### config.mk
export PLATFORM = sky130hd
export DESIGN_NAME = game_over_index_gen
export DESIGN_NICKNAME = d
export VERILOG_FILES = /design/src/rtl/game_over_index_gen.sv
export SDC_FILE = /design/constraint.sdc
export NUM_CORES = 1
export LEC_CHECK = 0
export CORE_MARGIN = 5
export CORE_UTILIZATION = 54
export DETAILED_ROUTE_END_ITERATION = 10
export PLACE_DENSITY = 0.84
export SETUP_SLACK_MARGIN = 0.3
export SYNTH_ARGS = -nofsm -noshare
export SYNTH_HDL_FRONTEND = slang
export SYNTH_SLANG_ARGS = --single-unit
### constraint.sdc
create_clock -name Clk -period 9.26 [get_ports Clk]
set_clock_uncertainty 0.15 [all_clocks]
set_input_delay 2.315 -clock Clk [delete_from_list [all_inputs] [get_ports Clk]]
set_output_delay 2.315 -clock Clk [all_outputs]
set_load 0.05 [all_outputs]
### src/rtl/game_over_index_gen.sv
// Game-over overlay index generator: scan position -> sprite ROM address -> aligned palette index,
// with a per-frame drop/hold animation. Define GAME_OVER_BLINK_EN to add the BLINK phase after HOLD.
module game_over_index_gen #(
  parameter int          IMG_W       = 160,
  parameter int          IMG_H       = 120,
  parameter int          X0          = 160,
  parameter int          Y0          = 120,
  parameter int          DROP_STEP   = 8,
  parameter int          HOLD_FRAMES = 60,
  parameter int          BLINK_HALF  = 16,
  parameter logic [3:0]  TRANSP_IDX  = 4'h6
) (
  input  logic        Clk,
  input  logic        Reset,
  input  logic        frame_start,
  input  logic        show,
  input  logic [9:0]  DrawX,
  input  logic [9:0]  DrawY,
  output logic [14:0] rom_addr,
  input  logic [3:0]  rom_q,
  output logic [3:0]  index,
  output logic        overlay_en
);

  localparam logic signed [10:0] X0_S    = 11'(X0);
  localparam logic signed [10:0] Y0_S    = 11'(Y0);
  localparam logic signed [10:0] OVL_W_S = 11'(2 * IMG_W);
  localparam logic signed [10:0] OVL_H_S = 11'(2 * IMG_H);
  localparam logic [9:0]         OVL_H_U = 10'(2 * IMG_H);
  localparam logic [9:0]         STEP_U  = 10'(DROP_STEP);

  if (HOLD_FRAMES < 1 || BLINK_HALF < 1 || DROP_STEP < 1) begin : g_param_check
    $error("game_over_index_gen: HOLD_FRAMES, BLINK_HALF and DROP_STEP must be >= 1");
  end

  typedef enum logic [1:0] {S_IDLE, S_DROP, S_HOLD, S_BLINK} state_t;

  state_t     r_state;
  logic [9:0] r_y_off;
  logic       r_vis;
  logic       r_hit_d1;
  logic       r_hit_d2;

`ifdef GAME_OVER_BLINK_EN
  localparam int CNT_MAX = (HOLD_FRAMES > BLINK_HALF) ? HOLD_FRAMES : BLINK_HALF;
  localparam int CW      = $clog2(CNT_MAX + 1);
  logic [CW-1:0] r_cnt;
`endif

  // Geometry in signed 11-bit so positions left of / above the overlay go negative.
  logic signed [10:0] w_top;
  logic signed [10:0] w_sx;
  logic signed [10:0] w_sy;
  logic               w_hit;
  logic [14:0]        w_row;
  logic [14:0]        w_col;
  logic [14:0]        w_addr;
  logic               w_opaque;

  assign w_top  = Y0_S - $signed({1'b0, r_y_off});
  assign w_sy   = $signed({1'b0, DrawY}) - w_top;
  assign w_sx   = $signed({1'b0, DrawX}) - X0_S;
  assign w_hit  = !w_sx[10] && (w_sx < OVL_W_S) && !w_sy[10] && (w_sy < OVL_H_S);
  assign w_row  = 15'(w_sy[9:1]);
  assign w_col  = 15'(w_sx[9:1]);
  // row*160 as two shifts; the 2x scale is the drop of bit 0 above
  assign w_addr = (w_row << 7) + (w_row << 5) + w_col;

  assign w_opaque = r_hit_d2 && r_vis && (r_state != S_IDLE) && (rom_q != TRANSP_IDX);

  always_ff @(posedge Clk) begin
    if (Reset) begin
      rom_addr   <= '0;
      r_hit_d1   <= 1'b0;
      r_hit_d2   <= 1'b0;
      index      <= '0;
      overlay_en <= 1'b0;
    end else begin
      rom_addr   <= w_hit ? w_addr : 15'd0;
      r_hit_d1   <= w_hit;
      r_hit_d2   <= r_hit_d1;
      overlay_en <= w_opaque;
      index      <= w_opaque ? rom_q : 4'd0;
    end
  end

  always_ff @(posedge Clk) begin
    if (Reset) begin
      r_state <= S_IDLE;
      r_y_off <= OVL_H_U;
      r_vis   <= 1'b0;
`ifdef GAME_OVER_BLINK_EN
      r_cnt   <= '0;
`endif
    end else if (frame_start) begin
      if (!show) begin
        r_state <= S_IDLE;
        r_vis   <= 1'b0;
      end else begin
        case (r_state)
          S_IDLE: begin
            r_state <= S_DROP;
            r_y_off <= OVL_H_U;
            r_vis   <= 1'b1;
          end
          S_DROP: begin
            if (r_y_off <= STEP_U) begin
              r_y_off <= '0;
              r_state <= S_HOLD;
`ifdef GAME_OVER_BLINK_EN
              r_cnt   <= '0;
`endif
            end else begin
              r_y_off <= r_y_off - STEP_U;
            end
          end
`ifdef GAME_OVER_BLINK_EN
          S_HOLD: begin
            if (r_cnt == CW'(HOLD_FRAMES - 1)) begin
              r_state <= S_BLINK;
              r_cnt   <= '0;
            end else begin
              r_cnt <= r_cnt + 1'b1;
            end
          end
          S_BLINK: begin
            if (r_cnt == CW'(BLINK_HALF - 1)) begin
              r_cnt <= '0;
              r_vis <= ~r_vis;
            end else begin
              r_cnt <= r_cnt + 1'b1;
            end
          end
`else
          S_HOLD: r_state <= S_HOLD;
`endif
          default: r_state <= S_HOLD;
        endcase
      end
    end
  end

endmodule

==> results_dict.tcl <==
set metrics [dict create \
    status "complete, no violations" \
    clock_latency_ns 0.28 \
    leakage_nw 1.20 \
    die_h_um 74.8 \
    synth_fa_ha_area_frac 0.212 \
    htree_levels 2 \
    max_cap_viol_count 0 \
    final_max_slew_viol_count 0 \
    finalSetupViolCount 0 \
    fillers 331 \
    port_buffers 45 \
    synth_compound_area_frac 0.144 \
    final_common_cell "clkdlybuf4s50_1" \
    path_class "primary input to flip-flop" \
    tightest_slew_ns 0.713 \
    syn-cell-area_um2 2270 \
    grt_pass1_vias 1842 \
    ir_drop_mv 0.0833 \
    grt.overflow.total 0 \
    via_per_inst 5.26 \
    wl_per_cell_um 13.2 \
    die-area_um2 5600 \
    path_max_fanout 9 \
    ys_seq_elements 32 \
    power.total_mw 0.474 \
    num-nets-final 373 \
    ys.flop_type "dfxtp_1" \
    hold_class "flip-flop to flip-flop" \
    crit_path_cell_trace "clkdlybuf4s50_1, ha_1, ha_1, a21oi_4, a21boi_0, xnor2_1, ha_1, ha_1, nand3_1, o211ai_1, o21ai_0, a21oi_1, xnor2_1, nor2_1" \
    ioPinCount 48 \
    cts_tree "yes" \
    synthSimpleGateAreaFrac 0.218 \
    crit_arrival_ns 5.68 \
    fin_crit_ns 5.66 \
    synthCells 258 \
    post_cts_buffers 0 \
    muxShareOfSynthArea 0.0110 \
    start_util 0.563 \
    antenna_found_initial 0 \
    via_count 1895 \
    synth_top_family_by_area "simple AND/OR/NAND/NOR gates" \
    crit_path_top_delay_cell "ha_1" \
    clock_sinks 32 \
    drtIter0Drc 86 \
    die_w_um 74.8 \
    rows 23 \
    max_freq_ghz 0.177 \
    gp_congestion 0.826 \
    area_delta_synth_final_pct 26.7 \
    cts_buffer_depth 2 \
    final_cell_mix "clkdlybuf4s50_1, inv_1, ha_1, dfxtp_1, nor2_1" \
    grt_max_degree 12 \
    rsz0062_at_grt "no" \
    hold_buffers 0 \
    p_per_area_nw_per_um2 165 \
    cp_common_cell "ha_1" \
    cts_made_buffers 5 \
    wl_um 4770 \
    seq_area_frac_synth 0.282 \
    cp-start-kind "primary input" \
    synthDistinctLibCells 48 \
    drc 0 \
    root_buffer "clkbuf_8" \
    synth_edf_count 0 \
    first_pass_iters 4 \
    finalCritPeriodShare 0.612 \
    core_um2 4030 \
    synthXorXnorAreaFrac 0.0656 \
    cp-end-kind "flip-flop" \
    hold_viol_final 0 \
    grt_pass1_wl_um 8010 \
    synth_async_sr_flop_share 0 \
    final_antenna_net_count 0 \
    syn_area_per_cell_um2 8.80 \
    fin_ws_ns 3.60 \
    track_usage 0.183 \
    drive_gt1_frac 0.0581 \
    cts_resized 0 \
    path_clk_slew_ns 0.06 \
    max_stage_delay_ns 0.44 \
    antenna_cells 0 \
    worstPathRequired_ns 9.27 \
    slew_headroom 0.521 \
    preCtsSetupSlack_ns 3.37 \
    yosysWarnings 0 \
    tns_ns 0 \
    whs_ns 0.306 \
    dp_hpwl_um 3670 \
]
==> state kept, by name, summed over array words and instances, names as in the netlist <==
| name | count |
|---|---|
| r_y_off | 7 |
| index | 4 |
| overlay_en | 1 |
| r_hit_d2 | 1 |
| r_vis | 1 |
| r_state | 2 |
| rom_addr | 15 |
| r_hit_d1 | 1 |
==> per-layer routing <==
layer	share of wire	vias up	GRT usage
li1	-	988	-
met5	0	-	0
met4	0.025	0	0.0771
met3	0.067	12	0.0360
met1	0.45	834	0.231
met2	0.46	61	0.303
==> worst paths after layout <==
kind | to | cells after the start | slack [ns] | startpoint
setup / recovery | rom_addr[13] | 14 | 3.60 | DrawY[5]
hold / removal | r_hit_d2 | 1 | 0.31 | r_hit_d1
setup reg to reg | rom_addr[13] | 13 | 5.66 | r_y_off[5]
hold reg to reg | r_hit_d2 | 1 | 0.31 | r_hit_d1
==> layout make-up <==
class / instances / area, µm² / share of cell area
Multi-Input combinational cell: 192 / 1490 / 0.517
Sequential cell: 32 / 641 / 0.223
Timing Repair Buffer: 45 / 450 / 0.157
Inverter: 33 / 126 / 0.0440
Clock buffer: 6 / 72.6 / 0.0252
Tap cell: 50 / 62.6 / 0.0218
Clock inverter: 2 / 35.0 / 0.0122
==> worst max-delay path: cells and delay by family <==
| kind | cells | cell delay, ns |
|---|---|---|
| adder cells (fa/ha/maj) | 4 | 1.43 |
| AO/OA/AOI/OAI | 5 | 1.05 |
| buffers and inverters | 1 | 0.41 |
| XOR/XNOR | 2 | 0.32 |
| AND/OR/NAND/NOR | 2 | 0.16 |
==> kinds of logic (layout without fill, tap and decap cells) <==
| group | Yosys count | after routing |
|---|---|---|
| buffers and inverters | 36 | 86 |
| and+or+nand+nor | 88 | 88 |
| muxes | 2 | 2 |
| other | 1 | 3 |
| AOI/OAI and AO/OA | 46 | 46 |
| xor gates and xnor gates | 17 | 17 |
| DFF | 32 | 32 |
| adders and majority gates | 36 | 36 |
==> report_power, final <==
part	total, mW	leakage [nW]	internal [mW]	switching, mW
clock network	0.130	0.0552	0.0797	0.0503
registers	0.142	0.259	0.140	0.00144
logic	0.202	0.888	0.0915	0.111
total	0.474	1.20	0.312	0.162
==> metrics by stage <==
stage,utilization,instances,area [µm²]
floorplan,-,260,2280
global placement,0.687,352,2770
detailed placement,0.687,352,2770
CTS,0.714,360,2880
global route,0.714,360,2880
finish,0.714,360,2880
==> synthesized netlist by cell type (all sizes together) (6+ instances only) <==
cell type | number | area share
a21oi | 16 | 0.040
and2 | 12 | 0.033
dfxtp | 32 | 0.28
ha | 32 | 0.18
inv | 33 | 0.056
nand2 | 11 | 0.018
nor2 | 23 | 0.038
nor3 | 10 | 0.022
nor3b | 6 | 0.022
o21ai | 7 | 0.015
xnor2 | 12 | 0.046
Power figures use the tool's default switching activity.
